**config.mk**
```make
export PLATFORM = sky130hd
export DESIGN_NAME = bus_dtack_ctrl_flat
export DESIGN_NICKNAME = d
export VERILOG_FILES = /design/src/rtl/bus_dtack_ctrl_if.sv /design/src/rtl/bus_dtack_ctrl.sv /design/src/flat_wrapper.sv
export SDC_FILE = /design/constraint.sdc
export NUM_CORES = 1
export LEC_CHECK = 0
export CAP_MARGIN = 10
export CORE_ASPECT_RATIO = 0.7
export CORE_MARGIN = 5
export CORE_UTILIZATION = 46
export DETAILED_ROUTE_END_ITERATION = 7
export GPL_ROUTABILITY_DRIVEN = 0
export PLACE_DENSITY = 0.63
export SLEW_MARGIN = 20
export SYNTH_ARGS = -nofsm -noshare
export SYNTH_HDL_FRONTEND = slang
export SYNTH_SLANG_ARGS = --single-unit
```
**constraint.sdc**
```tcl
create_clock -name clk -period 3.5 [get_ports clk]
set_input_delay 0.7 -clock clk [delete_from_list [all_inputs] [get_ports clk]]
set_output_delay 0.7 -clock clk [all_outputs]
set_load 0.02 [all_outputs]
```
**src/rtl/bus_dtack_ctrl_if.sv**
```systemverilog
// Bus-side handshake bundle for bus_dtack_ctrl.
// slave  : the DTACK controller (consumes CS/RW/ack, drives DTACK and strobes)
// master : the environment (registered SB_IO pins and xosera_main ack)
interface bus_dtack_ctrl_if;
    logic bus_cs_n_i;     // registered chip select, active low
    logic bus_rd_nwr_i;   // registered R/W: 1 = read, 0 = write
    logic bus_ack_i;      // read data valid strobe from xosera_main
    logic bus_dtack_n_o;  // DTACK to pin, active low
    logic dout_le_o;      // 1-clk clock enable for the bus data-out register
    logic busy_o;         // controller not idle
    logic abort_o;        // 1-clk pulse: CS released before DTACK
    logic timeout_o;      // 1-clk pulse: read forced by timeout

    modport slave (
        input  bus_cs_n_i, bus_rd_nwr_i, bus_ack_i,
        output bus_dtack_n_o, dout_le_o, busy_o, abort_o, timeout_o
    );

    modport master (
        output bus_cs_n_i, bus_rd_nwr_i, bus_ack_i,
        input  bus_dtack_n_o, dout_le_o, busy_o, abort_o, timeout_o
    );
endinterface

```
**src/rtl/bus_dtack_ctrl.sv**
```systemverilog
// m68k DTACK generator between the registered bus pins and bus_dtack_n.
// Writes assert DTACK after a fixed settle delay; reads wait for bus_ack,
// pulse the data-out latch enable, then assert DTACK. DTACK is released
// when CS deasserts, followed by a minimum release gap (HOLD).
// Optional feature: define DTACK_TIMEOUT_EN to force DTACK on reads that
// see no bus_ack within TIMEOUT_CYC clocks (otherwise reads wait forever).
module bus_dtack_ctrl #(
    parameter int WR_DELAY    = 2,
    parameter int RELEASE_CYC = 2,
    parameter int TIMEOUT_CYC = 255,
    parameter int CNT_W       = 8
) (
    input  logic            clk,
    input  logic            reset_i,
    bus_dtack_ctrl_if.slave bus
);

    typedef enum logic [2:0] {
        IDLE,
        WR_WAIT,
        RD_WAIT,
        RD_LATCH,
        ACK,
        HOLD
    } state_t;

    localparam logic [CNT_W-1:0] WR_LOAD  = (WR_DELAY > 0) ? CNT_W'(WR_DELAY - 1) : '0;
    localparam logic [CNT_W-1:0] REL_LOAD = CNT_W'(RELEASE_CYC - 1);
`ifdef DTACK_TIMEOUT_EN
    localparam logic [CNT_W-1:0] TO_LIMIT = CNT_W'(TIMEOUT_CYC);
`endif

    // Reject parameter sets the shared counter cannot represent.
    generate
        if (RELEASE_CYC < 1 || WR_DELAY < 0 || WR_DELAY >= (1 << CNT_W) ||
            RELEASE_CYC >= (1 << CNT_W) || TIMEOUT_CYC >= (1 << CNT_W)) begin : g_bad_params
            $error("bus_dtack_ctrl: parameters out of range for CNT_W");
        end
    endgenerate

    state_t           state_q, state_d;
    logic [CNT_W-1:0] cnt_q, cnt_d;
    logic             cs_s;
    logic             rd_l_q, rd_l_d;
    logic             dtack_n_q, dtack_n_d;
    logic             dout_le_q, dout_le_d;
    logic             busy_q, busy_d;
    logic             abort_q, abort_d;
    logic             timeout_q, timeout_d;

    // Single-flop resample of CS; every decision below uses cs_s.
    // NOTE: async reset in the sensitivity list so no pulse survives a reset in any state.
    always_ff @(posedge clk or posedge reset_i) begin
        if (reset_i) cs_s <= 1'b1;
        else         cs_s <= bus.bus_cs_n_i;
    end

    // State, counter and registered outputs.
    // NOTE: sequential state uses non-blocking assignments so all flops update together.
    always_ff @(posedge clk or posedge reset_i) begin
        if (reset_i) begin
            state_q   <= IDLE;
            cnt_q     <= '0;
            rd_l_q    <= 1'b0;
            dtack_n_q <= 1'b1;
            dout_le_q <= 1'b0;
            busy_q    <= 1'b0;
            abort_q   <= 1'b0;
            timeout_q <= 1'b0;
        end else begin
            state_q   <= state_d;
            cnt_q     <= cnt_d;
            rd_l_q    <= rd_l_d;
            dtack_n_q <= dtack_n_d;
            dout_le_q <= dout_le_d;
            busy_q    <= busy_d;
            abort_q   <= abort_d;
            timeout_q <= timeout_d;
        end
    end

    // Next-state and next-output decode.
    // NOTE: every variable gets a default first so no path leaves it unassigned (no latches).
    always_comb begin
        state_d   = state_q;
        cnt_d     = cnt_q;
        rd_l_d    = rd_l_q;
        dtack_n_d = dtack_n_q;
        dout_le_d = 1'b0;
        abort_d   = 1'b0;
        timeout_d = 1'b0;

        unique case (state_q)
            IDLE: begin
                // Level-sensitive: a CS that fell during HOLD is served here.
                if (!cs_s) begin
                    rd_l_d = bus.bus_rd_nwr_i;
                    if (bus.bus_rd_nwr_i) begin
                        state_d = RD_WAIT;
                        cnt_d   = '0;
                    end else if (WR_DELAY == 0) begin
                        state_d   = ACK;
                        dtack_n_d = 1'b0;
                    end else begin
                        state_d = WR_WAIT;
                        cnt_d   = WR_LOAD;
                    end
                end
            end

            WR_WAIT: begin
                if (cs_s) begin
                    state_d = HOLD;
                    cnt_d   = REL_LOAD;
                    abort_d = 1'b1;
                end else if (cnt_q == '0) begin
                    state_d   = ACK;
                    dtack_n_d = 1'b0;
                end else begin
                    cnt_d = cnt_q - 1'b1;
                end
            end

            RD_WAIT: begin
                // Abort has priority over a coincident ack.
                if (cs_s) begin
                    state_d = HOLD;
                    cnt_d   = REL_LOAD;
                    abort_d = 1'b1;
                end else if (bus.bus_ack_i && rd_l_q) begin
                    state_d   = RD_LATCH;
                    dout_le_d = 1'b1;
                end
`ifdef DTACK_TIMEOUT_EN
                else if (cnt_q >= TO_LIMIT) begin
                    state_d   = ACK;
                    dtack_n_d = 1'b0;
                    timeout_d = 1'b1;
                end else if (cnt_q != '1) begin
                    cnt_d = cnt_q + 1'b1;
                end
`endif
            end

            RD_LATCH: begin
                // Data was captured on the previous edge; DTACK follows it.
                state_d   = ACK;
                dtack_n_d = 1'b0;
            end

            ACK: begin
                if (cs_s) begin
                    state_d   = HOLD;
                    dtack_n_d = 1'b1;
                    cnt_d     = REL_LOAD;
                end
            end

            HOLD: begin
                if (cnt_q == '0) state_d = IDLE;
                else             cnt_d   = cnt_q - 1'b1;
            end

            default: begin
                state_d   = IDLE;
                dtack_n_d = 1'b1;
            end
        endcase

        busy_d = (state_d != IDLE);
    end

    assign bus.bus_dtack_n_o = dtack_n_q;
    assign bus.dout_le_o     = dout_le_q;
    assign bus.busy_o        = busy_q;
    assign bus.abort_o       = abort_q;
    assign bus.timeout_o     = timeout_q;

endmodule

```
**src/flat_wrapper.sv**
```systemverilog
// flat-port wrapper written by rule: the top's interface ports become plain ports
module bus_dtack_ctrl_flat 
#(
    parameter int WR_DELAY    = 2,
    parameter int RELEASE_CYC = 2,
    parameter int TIMEOUT_CYC = 255,
    parameter int CNT_W       = 8
)
  (clk, reset_i, bus_bus_cs_n_i, bus_bus_rd_nwr_i, bus_bus_ack_i, bus_bus_dtack_n_o, bus_dout_le_o, bus_busy_o, bus_abort_o, bus_timeout_o);
  bus_dtack_ctrl_if bus_i ();
  input  logic clk;
  input  logic reset_i;
  input wire logic [$bits(bus_i.bus_cs_n_i)-1:0] bus_bus_cs_n_i;
  input wire logic [$bits(bus_i.bus_rd_nwr_i)-1:0] bus_bus_rd_nwr_i;
  input wire logic [$bits(bus_i.bus_ack_i)-1:0] bus_bus_ack_i;
  output wire logic [$bits(bus_i.bus_dtack_n_o)-1:0] bus_bus_dtack_n_o;
  output wire logic [$bits(bus_i.dout_le_o)-1:0] bus_dout_le_o;
  output wire logic [$bits(bus_i.busy_o)-1:0] bus_busy_o;
  output wire logic [$bits(bus_i.abort_o)-1:0] bus_abort_o;
  output wire logic [$bits(bus_i.timeout_o)-1:0] bus_timeout_o;
  assign bus_i.bus_cs_n_i = bus_bus_cs_n_i;
  assign bus_i.bus_rd_nwr_i = bus_bus_rd_nwr_i;
  assign bus_i.bus_ack_i = bus_bus_ack_i;
  assign bus_bus_dtack_n_o = bus_i.bus_dtack_n_o;
  assign bus_dout_le_o = bus_i.dout_le_o;
  assign bus_busy_o = bus_i.busy_o;
  assign bus_abort_o = bus_i.abort_o;
  assign bus_timeout_o = bus_i.timeout_o;
  bus_dtack_ctrl #(.WR_DELAY(WR_DELAY), .RELEASE_CYC(RELEASE_CYC), .TIMEOUT_CYC(TIMEOUT_CYC), .CNT_W(CNT_W)) u_core (.clk(clk), .reset_i(reset_i), .bus(bus_i));
endmodule
```
==> results of run 1 <==
registers in the layout, summed over array words and instances, names as in the netlist:
register / flops
u_core.cs_s: 1
u_core.bus.dout_le_o: 1
u_core.bus.bus_dtack_n_o: 1
u_core.rd_l_q: 1
u_core.bus.busy_o: 1
u_core.cnt_q: 8
u_core.bus.abort_o: 1
u_core.state_q: 3
power by group:
group	total, mW	internal, mW	switching (mW)
clock	0.105	0.0426	0.0627
combinational	0.351	0.164	0.187
sequential	0.358	0.260	0.0980
routing by layer:
metal / track usage / wire, um / part of all wire
met5: 0 / 0 / 0
met4: 0.0316 / 12 / 0.0063
met3: 0.0484 / 113 / 0.059
met2: 0.170 / 757 / 0.40
met1: 0.209 / 1020 / 0.54
layout make-up:
cell class	count	area, sq um	share of cell area
Tap cell	22	27.5	0.0255
Timing Repair Buffer	8	80.1	0.0742
Clock inverter	1	5.00	0.00464
Clock buffer	3	22.5	0.0209
Inverter	5	18.8	0.0174
Sequential cell	17	428	0.397
Multi-Input combinational cell	72	497	0.461
kinds of logic after synthesis:
| logic type | Yosys count | synth area share |
|---|---|---|
| simple gates | 32 | 0.225 |
| compound gates | 36 | 0.245 |
| fa+ha+maj | 2 | 0.0257 |
| other cells | 1 | 0.00386 |
| mux | 1 | 0.0116 |
| buf+inv | 10 | 0.0489 |
| flops | 17 | 0.440 |
Yosys cell counts (all sizes together), types with 2 or more instances:
cell type / count
nor3b: 2
nand2b: 2
dfstp: 2
nor3: 5
buf: 4
a21oi: 9
a31oi: 5
nor4: 3
o21ai: 7
nor2: 2
dfrtp: 15
inv: 5
o31ai: 2
nand2: 5
or3: 2
o21a: 2
nor2b: 2
a22o: 2
ha: 2
final timing paths:
path | endpoint | depth (start not counted) | start
min in group asynchronous | u_core.cnt_q[3] | 2 | reset_i
worst max register to register | u_core.cnt_q[7] | 4 | u_core.state_q[1]
worst min register to register | u_core.bus.bus_dtack_n_o | 2 | u_core.bus.bus_dtack_n_o
max in group asynchronous | u_core.rd_l_q | 2 | reset_i
worst max-delay path | bus_bus_dtack_n_o | 1 | u_core.bus.bus_dtack_n_o
worst min-delay path | u_core.bus.bus_dtack_n_o | 2 | u_core.bus.bus_dtack_n_o
==> metrics, run 1 <==
vias in the first global route 687; routed length per instance 14.9 um; design area 1080 sq um; synth warn 0; Slew HR 0.427; CTS clk-pin slew, worst paths 0.09 ns; ant diodes 0; I/O pins 10; global-route wire length before repair 3260 um; PortBufs 8; RSZ-0062 raised after global routing no; core area 1940 sq um; Congestion Overflow GR 0; H-tree Lvls 1; height of the die 48.5 um; # hold bufs at CTS 0; Mapped Cells 99; die area 3150 sq um; CTS resizes 0; most frequent cells in the layout dfrtp_1, a21oi_1, clkdlybuf4s50_1; Crit path required time 2.80 ns; smallest hold slack 0.473 ns; FF-to-FF setup slack 1.45 ns; via count 775; Layout area overhead 10.9%; count of final setup violators 0; post-detail-place hpwl 1380 um; fin crit period 2.13 ns; clock latency on the worst-skew pair 0.30 ns; most common cell after layout, fill and taps aside dfrtp_1; CP startpoint kind flip-flop; Final Core Density 0.557; critical path arrival 1.43 ns; Leakage 0.442 nW; Power Dens Cells 755 nW/um^2; Fin. Hold Viols 0; Pins Over Slew Limit 0; FF+latch count, synth 17; placed cell count 124; Initial Utilization 0.502; Clock Sinks 17; Buf/Inv on CP 1; critical path, cell by cell clkdlybuf4s50_1; slowest cell on the critical path clkdlybuf4s50_1; pre-CTS WS 1.40 ns; Max Clock Skew 0.00794 ns; fin crit share 0.608; DRT Pass-1 Iters 4; CTS root buf clkbuf_4; Vias/cell 6.05; Max IR drop VDD 0.000313 V; total power 815 uW; largest net degree at the start of global routing 18; top-area cell type share of the netlist area 0.386; Max FO, Critical Path 2; TritonCTS clock tree yes; ratio of cells with drive above 1 in the final layout 0.123; DRT antenna net count 0; dpl cell area 1050 sq um; post-synthesis sequential area ratio 0.440; CTS buffer count 3; CTS max path bufs 2; Setup Buffers After CTS 0; Setup Crit Path Kind reg2out; Worst Max-Slew Pin Slew 0.855 ns; drt drc 0; Final WS setup 1.37 ns; top cells by area, synth dfrtp_1, dfstp_2, a21oi_1; Avg Inst Size Synth 9.82 sq um; layout net count 114; Finished Layout Cells 128; fraction of registers with async set/reset 1.00; Critical Path Sink Type output port; final wirelength 1900 um; initial antenna violation count 0; Post-Syn Nets 106; row cnt 13; Yosys cell types 44; Worst path max stage delay 0.60 ns; total track usage 0.134; main flop type after synthesis dfrtp_1; Synth area leader dfrtp_1; crit-path leading delay family buffers and inverters; Max-cap violations 0; Highest Clock Rate 470 MHz; Detailed Route Iter0 Violations 27; run status finished, final reports clean; fill count 179; Die Span X 64.9 um; Fin Setup TNS 0 ns; Mapped Area 972 sq um; EDFF count, synth 0; Min-Delay Path Class reg2reg
No activity file was read; power rests on OpenSTA's default activity.
==> run 2: changes to the inputs <==
--- a/config.mk
+++ b/config.mk
@@ -11,7 +11,7 @@
 export CORE_UTILIZATION = 46
 export DETAILED_ROUTE_END_ITERATION = 7
 export GPL_ROUTABILITY_DRIVEN = 0
-export PLACE_DENSITY = 0.63
+export PLACE_DENSITY = 0.65
 export SLEW_MARGIN = 20
 export SYNTH_ARGS = -nofsm -noshare
 export SYNTH_HDL_FRONTEND = slang
==> constraint.sdc (replaced) <==
create_clock -name clk -period 1.8 [get_ports clk]
set_input_delay 0.36 -clock clk [delete_from_list [all_inputs] [get_ports clk]]
set_output_delay 0.36 -clock clk [all_outputs]
set_load 0.02 [all_outputs]
==> run 2 against run 1 <==
Global-route usage rose by 1.7 points. Via count up 6.2%. Clock power increased by 96%. Setup slack got worse by 1.4 ns. Non-clock buffer count is 13 higher. Core utilization increased by 6.1 points. Critical endpoint is now u_core.cnt_q[5].
==> metrics, run 2 (synthesized netlist as in run 1, its figures left out) <==
placed cell count 134 (was 124); Buf/Inv on CP 0 (was 1); H-tree Lvls 1 (unchanged); multi-input logic area 517 sq um (was 497 sq um); I/O pins 10 (unchanged); # hold bufs at CTS 0 (unchanged); Final Core Density 0.619 (was 0.557); Finished Layout Cells 141 (was 128); Die Span X 64.9 um (unchanged); vias in the first global route 753 (was 687); CTS buffer count 3 (unchanged); Congestion Overflow GR 0 (unchanged); Power Dens Cells 1530 nW/um^2 (was 755 nW/um^2); post-detail-place hpwl 1550 um (was 1380 um); Max Clock Skew 0.00322 ns (was 0.00794 ns); Max IR drop VDD 0.000805 V (was 0.000313 V); run status finished, final reports clean (unchanged); Highest Clock Rate 560 MHz; DRT Pass-1 Iters 4 (unchanged); critical path arrival 1.98 ns (was 1.43 ns); largest net degree at the start of global routing 18 (unchanged); row cnt 13 (unchanged); Max FO, Critical Path 5 (was 2); core area 1940 sq um (unchanged); crit-path leading delay family compound AO/OA/AOI/OAI gates (was buffers and inverters); ratio of cells with drive above 1 in the final layout 0.244 (was 0.123); total track usage 0.151 (was 0.134); RSZ-0062 raised after global routing yes (was no); Critical Path Sink Type flip-flop (was output port); switch share 0.418 (was 0.427); Worst path max stage delay 0.55 ns (was 0.60 ns); initial antenna violation count 0 (unchanged); Leakage 0.507 nW (was 0.442 nW); DRT antenna net count 0 (unchanged); Worst Max-Slew Pin Slew 0.515 ns (was 0.855 ns); CTS max path bufs 2 (unchanged); Min-Delay Path Class in2async (was reg2reg); Layout area overhead 23.2% (was 10.9%); most frequent cells in the layout dfrtp_1, buf_4, a21oi_1 (was dfrtp_1, a21oi_1, clkdlybuf4s50_1); layout net count 127 (was 114); height of the die 48.5 um (unchanged); Crit path required time 1.99 ns (was 2.80 ns); fill count 163 (was 179); Fin. Hold Viols 0 (unchanged); Fin Setup TNS 0 ns (unchanged); Max-cap violations 0 (unchanged); slowest cell on the critical path dfstp_2 (was clkdlybuf4s50_1); Detailed Route Iter0 Violations 42 (was 27); Pins Over Slew Limit 0 (unchanged); top flop regs u_core.cnt_q (8), u_core.state_q (3) (unchanged); Largest register FFs 8 (unchanged); critical path, cell by cell or4bb_1 -> o211ai_1 -> o21ai_0 -> a22o_1 (was clkdlybuf4s50_1); Slew HR 0.655 (was 0.427); ant diodes 0 (unchanged); Seq pwr share 0.348 (was 0.440); routed length per instance 16.1 um (was 14.9 um); TritonCTS clock tree yes (unchanged); fin crit share 0.992; final wirelength 2280 um (was 1900 um); fin crit period 1.79 ns; CTS root buf clkbuf_4 (unchanged); clock latency on the worst-skew pair 0.29 ns (was 0.30 ns); global-route wire length before repair 3680 um (was 3260 um); Setup Crit Path Kind reg2reg (was reg2out); Top reg by flops u_core.cnt_q (unchanged); via count 823 (was 775); most common cell after layout, fill and taps aside dfrtp_1 (unchanged); PortBufs 8 (unchanged); Reg area 428 sq um (unchanged); count of final setup violators 0 (unchanged); Cell Int Power 1.07 mW (was 467 uW); Sw Pwr 766 uW (was 348 uW); drt drc 0 (unchanged); CTS clk-pin slew, worst paths 0.10 ns (was 0.09 ns); combinational share of power 0.539 (was 0.431); die area 3150 sq um (unchanged); Vias/cell 5.84 (was 6.05); Clk network pwr share 0.113 (was 0.129); CP startpoint kind flip-flop (unchanged); Clock Sinks 17 (unchanged); Initial Utilization 0.502 (unchanged)
==> run 2: layer usage <==
metal  wire length (um)  share of wire  track usage  vias to the layer above
met4                 14         0.0061       0.0211                        0
met5                  0              0            0                        -
li1                   -              -            -                      412
met3                117          0.051       0.0576                        2
met1               1150           0.50        0.234                      390
met2                996           0.44        0.199                       19
==> run 2: cell type report <==
type | count | area share
Sequential cell | 17 | 0.357
Clock buffer | 4 | 0.0219
Multi-Input combinational cell | 72 | 0.432
Inverter | 5 | 0.0157
Timing Repair Buffer | 21 | 0.150
Tap cell | 22 | 0.0230
==> run 2: through the flow <==
stage | total power [mW] | hold slack [ns] | area (sq um) | setup slack (ns)
6_report | 1.83 | 0.364 | 1200 | 0.0148
3_3_place_gp | 1.48 | 0.451 | 1130 | 0.0557
3_5_place_dp | 1.51 | 0.458 | 1130 | -0.0331
2_1_floorplan | 1.21 | 0.285 | 972 | 0.0747
5_1_grt | 1.97 | 0.402 | 1200 | -0.0641
4_1_cts | 1.73 | 0.374 | 1160 | 0.000194
==> run 2: worst register-to-register path, cell delays in order (launching register included) <==
cell	delay [ns]
dfstp_2	0.55
or4bb_1	0.48
o211ai_1	0.26
o21ai_0	0.19
a22o_1	0.21
==> run 2: power by group through the flow <==
| stage | Combinational, mW | Clock, mW | Sequential [mW] |
|---|---|---|---|
| after floorplan | 0.576 | 0 | 0.636 |
| after global placement | 0.848 | 0 | 0.635 |
| after detailed placement | 0.870 | 0 | 0.637 |
| after CTS | 0.891 | 0.211 | 0.632 |
| after global routing | 1.08 | 0.232 | 0.656 |
| final | 0.988 | 0.206 | 0.638 |
==> run 2: timing repair <==
item / 4_1_cts / 5_1_grt
pin swaps: 0 / 2
setup endpoints to repair: 1 / 7
buffers inserted: 1 / 2
gates resized for setup: 1 / 7
==> run 2: final timing paths <==
kind / from / end / slack [ns] / cells after the start
max: u_core.cs_s / u_core.cnt_q[5] / 0.01 / 4
min: reset_i / u_core.cnt_q[6] / 0.36 / 3
max reg2reg: u_core.cs_s / u_core.cnt_q[5] / 0.01 / 4
min reg2reg: u_core.bus.bus_dtack_n_o / u_core.bus.bus_dtack_n_o / 0.47 / 2
max in group asynchronous: reset_i / u_core.cs_s / 1.18 / 3
min in group clk: u_core.bus.bus_dtack_n_o / u_core.bus.bus_dtack_n_o / 0.47 / 2
==> run 3: changes to the inputs <==
--- a/config.mk
+++ b/config.mk
@@ -9,6 +9,7 @@
 export CORE_ASPECT_RATIO = 0.7
 export CORE_MARGIN = 5
 export CORE_UTILIZATION = 46
+export CTS_BUF_LIST = sky130_fd_sc_hd__clkbuf_4 sky130_fd_sc_hd__clkbuf_8
 export DETAILED_ROUTE_END_ITERATION = 7
 export GPL_ROUTABILITY_DRIVEN = 0
 export PLACE_DENSITY = 0.65
==> run 3 against run 2 <==
Sequential share of layout area down 0.11 points. Final cell count unchanged. Highest routed layer unchanged. First-iteration DRC count down 14%. Final area up 0.31%. Setup slack about the same. Wire length unchanged. Die area unchanged. Register-to-register slack about the same. Largest cell class unchanged.
==> metrics, run 3 (synthesized netlist as in run 1, its figures left out) <==
Reg2Reg Depth 4 (unchanged); initial antenna violation count 0 (unchanged); Final Core Density 0.621 (was 0.619); ratio of cells with drive above 1 in the final layout 0.252 (was 0.244); Die Span X 64.9 um (unchanged); slowest cell on the critical path dfstp_2 (unchanged); Min-Delay Path Class in2async (unchanged); row cnt 13 (unchanged); Critical Path Sink Type flip-flop (unchanged); Max Clock Skew 0.00340 ns (was 0.00322 ns); critical path, cell by cell or4bb_1 -> o211ai_1 -> o21ai_0 -> a22o_1 (unchanged); most frequent cells in the layout dfrtp_1, buf_4, a21oi_1 (unchanged); Largest register FFs 8 (unchanged); Sw Pwr 766 uW (about the same); top flop regs u_core.cnt_q (8), u_core.state_q (3) (unchanged); CP endpoint u_core.cnt_q[5] (unchanged); total power 1.85 mW (was 1.83 mW); clock latency on the worst-skew pair 0.29 ns (about the same); multi-input logic area 517 sq um (unchanged); Layout area overhead 23.6% (was 23.2%); RR Startpoint u_core.cs_s (unchanged); TritonCTS clock tree yes (unchanged); FF-to-FF setup slack 0.01 ns (about the same); Fin Setup TNS 0 ns (unchanged); total track usage 0.151 (unchanged); Max-cap violations 0 (unchanged); Highest Clock Rate 560 MHz (about the same); I/O pins 10 (unchanged); CTS buffer count 3 (unchanged); count of final setup violators 0 (unchanged); run status finished, final reports clean (unchanged); DRT Pass-1 Iters 4 (unchanged); fill count 163 (unchanged); Seq pwr share 0.345 (was 0.348); Power Dens Cells 1540 nW/um^2 (was 1530 nW/um^2); global-route wire length before repair 3680 um (unchanged); Leakage 0.511 nW (was 0.507 nW); Final WS setup 0.0148 ns (about the same); routed length per instance 16.1 um (unchanged); fin crit period 1.79 ns (about the same); Slew HR 0.655 (about the same); pre-CTS WS -0.0331 ns (unchanged); Detailed Route Iter0 Violations 36 (was 42); largest net degree at the start of global routing 18 (unchanged); most common cell after layout, fill and taps aside dfrtp_1 (unchanged); crit path from u_core.cs_s (unchanged); CTS clk-pin slew, worst paths 0.10 ns (about the same); switch share 0.415 (was 0.418); PortBufs 8 (unchanged); die area 3150 sq um (unchanged); H-tree Lvls 1 (unchanged); Reg area 428 sq um (unchanged); critical path arrival 1.98 ns (about the same); Fin. Hold Viols 0 (unchanged); Clock Sinks 17 (unchanged); Max FO, Critical Path 5 (unchanged); RSZ-0062 raised after global routing yes (unchanged); Cell Int Power 1.08 mW (was 1.07 mW); Crit path required time 1.99 ns (about the same); Vias/cell 5.84 (unchanged); Worst path max stage delay 0.55 ns (about the same); fin crit share 0.992 (about the same); final wirelength 2280 um (unchanged); # hold bufs at CTS 0 (unchanged); CP startpoint kind flip-flop (unchanged); DRT antenna net count 0 (unchanged); post-detail-place hpwl 1550 um (unchanged); vias in the first global route 753 (unchanged); reg-to-reg endpoint u_core.cnt_q[5] (unchanged); Initial Utilization 0.502 (unchanged); Clk network pwr share 0.120 (was 0.113); Worst Max-Slew Pin Slew 0.516 ns (was 0.515 ns); CTS root buf clkbuf_4 (unchanged); CTS max path bufs 2 (unchanged); ant diodes 0 (unchanged); drt drc 0 (unchanged); layout net count 127 (unchanged); Setup Crit Path Kind reg2reg (unchanged); height of the die 48.5 um (unchanged); Congestion Overflow GR 0 (unchanged); via count 823 (unchanged); core area 1940 sq um (unchanged); combinational share of power 0.535 (was 0.539); Top reg by flops u_core.cnt_q (unchanged); Max IR drop VDD 0.000848 V (was 0.000805 V); Pins Over Slew Limit 0 (unchanged)
## run 3: worst min-delay path by stage
stage | endpoint | cells after the start
2_1_floorplan | u_core.bus.abort_o | 1
3_3_place_gp | u_core.bus.bus_dtack_n_o | 2
3_5_place_dp | u_core.bus.bus_dtack_n_o | 2
4_1_cts | u_core.cnt_q[6] | 3
5_1_grt | u_core.cnt_q[5] | 3
6_report | u_core.cnt_q[6] | 3
## run 3: stage by stage
step / area (sq um) / std cells / hold slack [ns]
after floorplan: 972 / 99 / 0.285
after global placement: 1130 / 134 / 0.451
after detailed placement: 1130 / 134 / 0.458
after CTS: 1160 / 139 / 0.374
after global routing: 1200 / 141 / 0.402
final: 1200 / 141 / 0.364
## run 3: cell type report
type | count | share of cell area
Clock buffer | 4 | 0.0250
Sequential cell | 17 | 0.356
Inverter | 5 | 0.0156
Multi-Input combinational cell | 72 | 0.430
Tap cell | 22 | 0.0229
Timing Repair Buffer | 21 | 0.150
## run 3: worst max-delay path, delay by kind of cell, from the launching register on
family,cells,cell delay (ns)
AO/OA/AOI/OAI,3,0.66
flip-flops,1,0.55
AND/OR/NAND/NOR,1,0.48
## run 3: routing by layer
metal	GRT usage	wire length (um)	part of all wire	vias to the layer above
li1	-	-	-	412
met1	0.234	1150	0.50	390
met2	0.199	996	0.44	19
met3	0.0576	117	0.051	2
met4	0.0211	14	0.0061	0
met5	0	0	0	-
## run 3: what timing repair did
item	4_1_cts	5_1_grt
pin swaps	0	2
setup endpoints to repair	1	7
gates cloned	0	0
resized for setup	1	7
buffers inserted	1	2
## run 3: power by group through the flow
stage	sequential, mW	combinational (mW)	clock [mW]
after floorplan	0.636	0.576	0
after global placement	0.635	0.848	0
after detailed placement	0.637	0.870	0
after CTS	0.632	0.891	0.226
after global routing	0.656	1.08	0.247
final	0.638	0.988	0.221
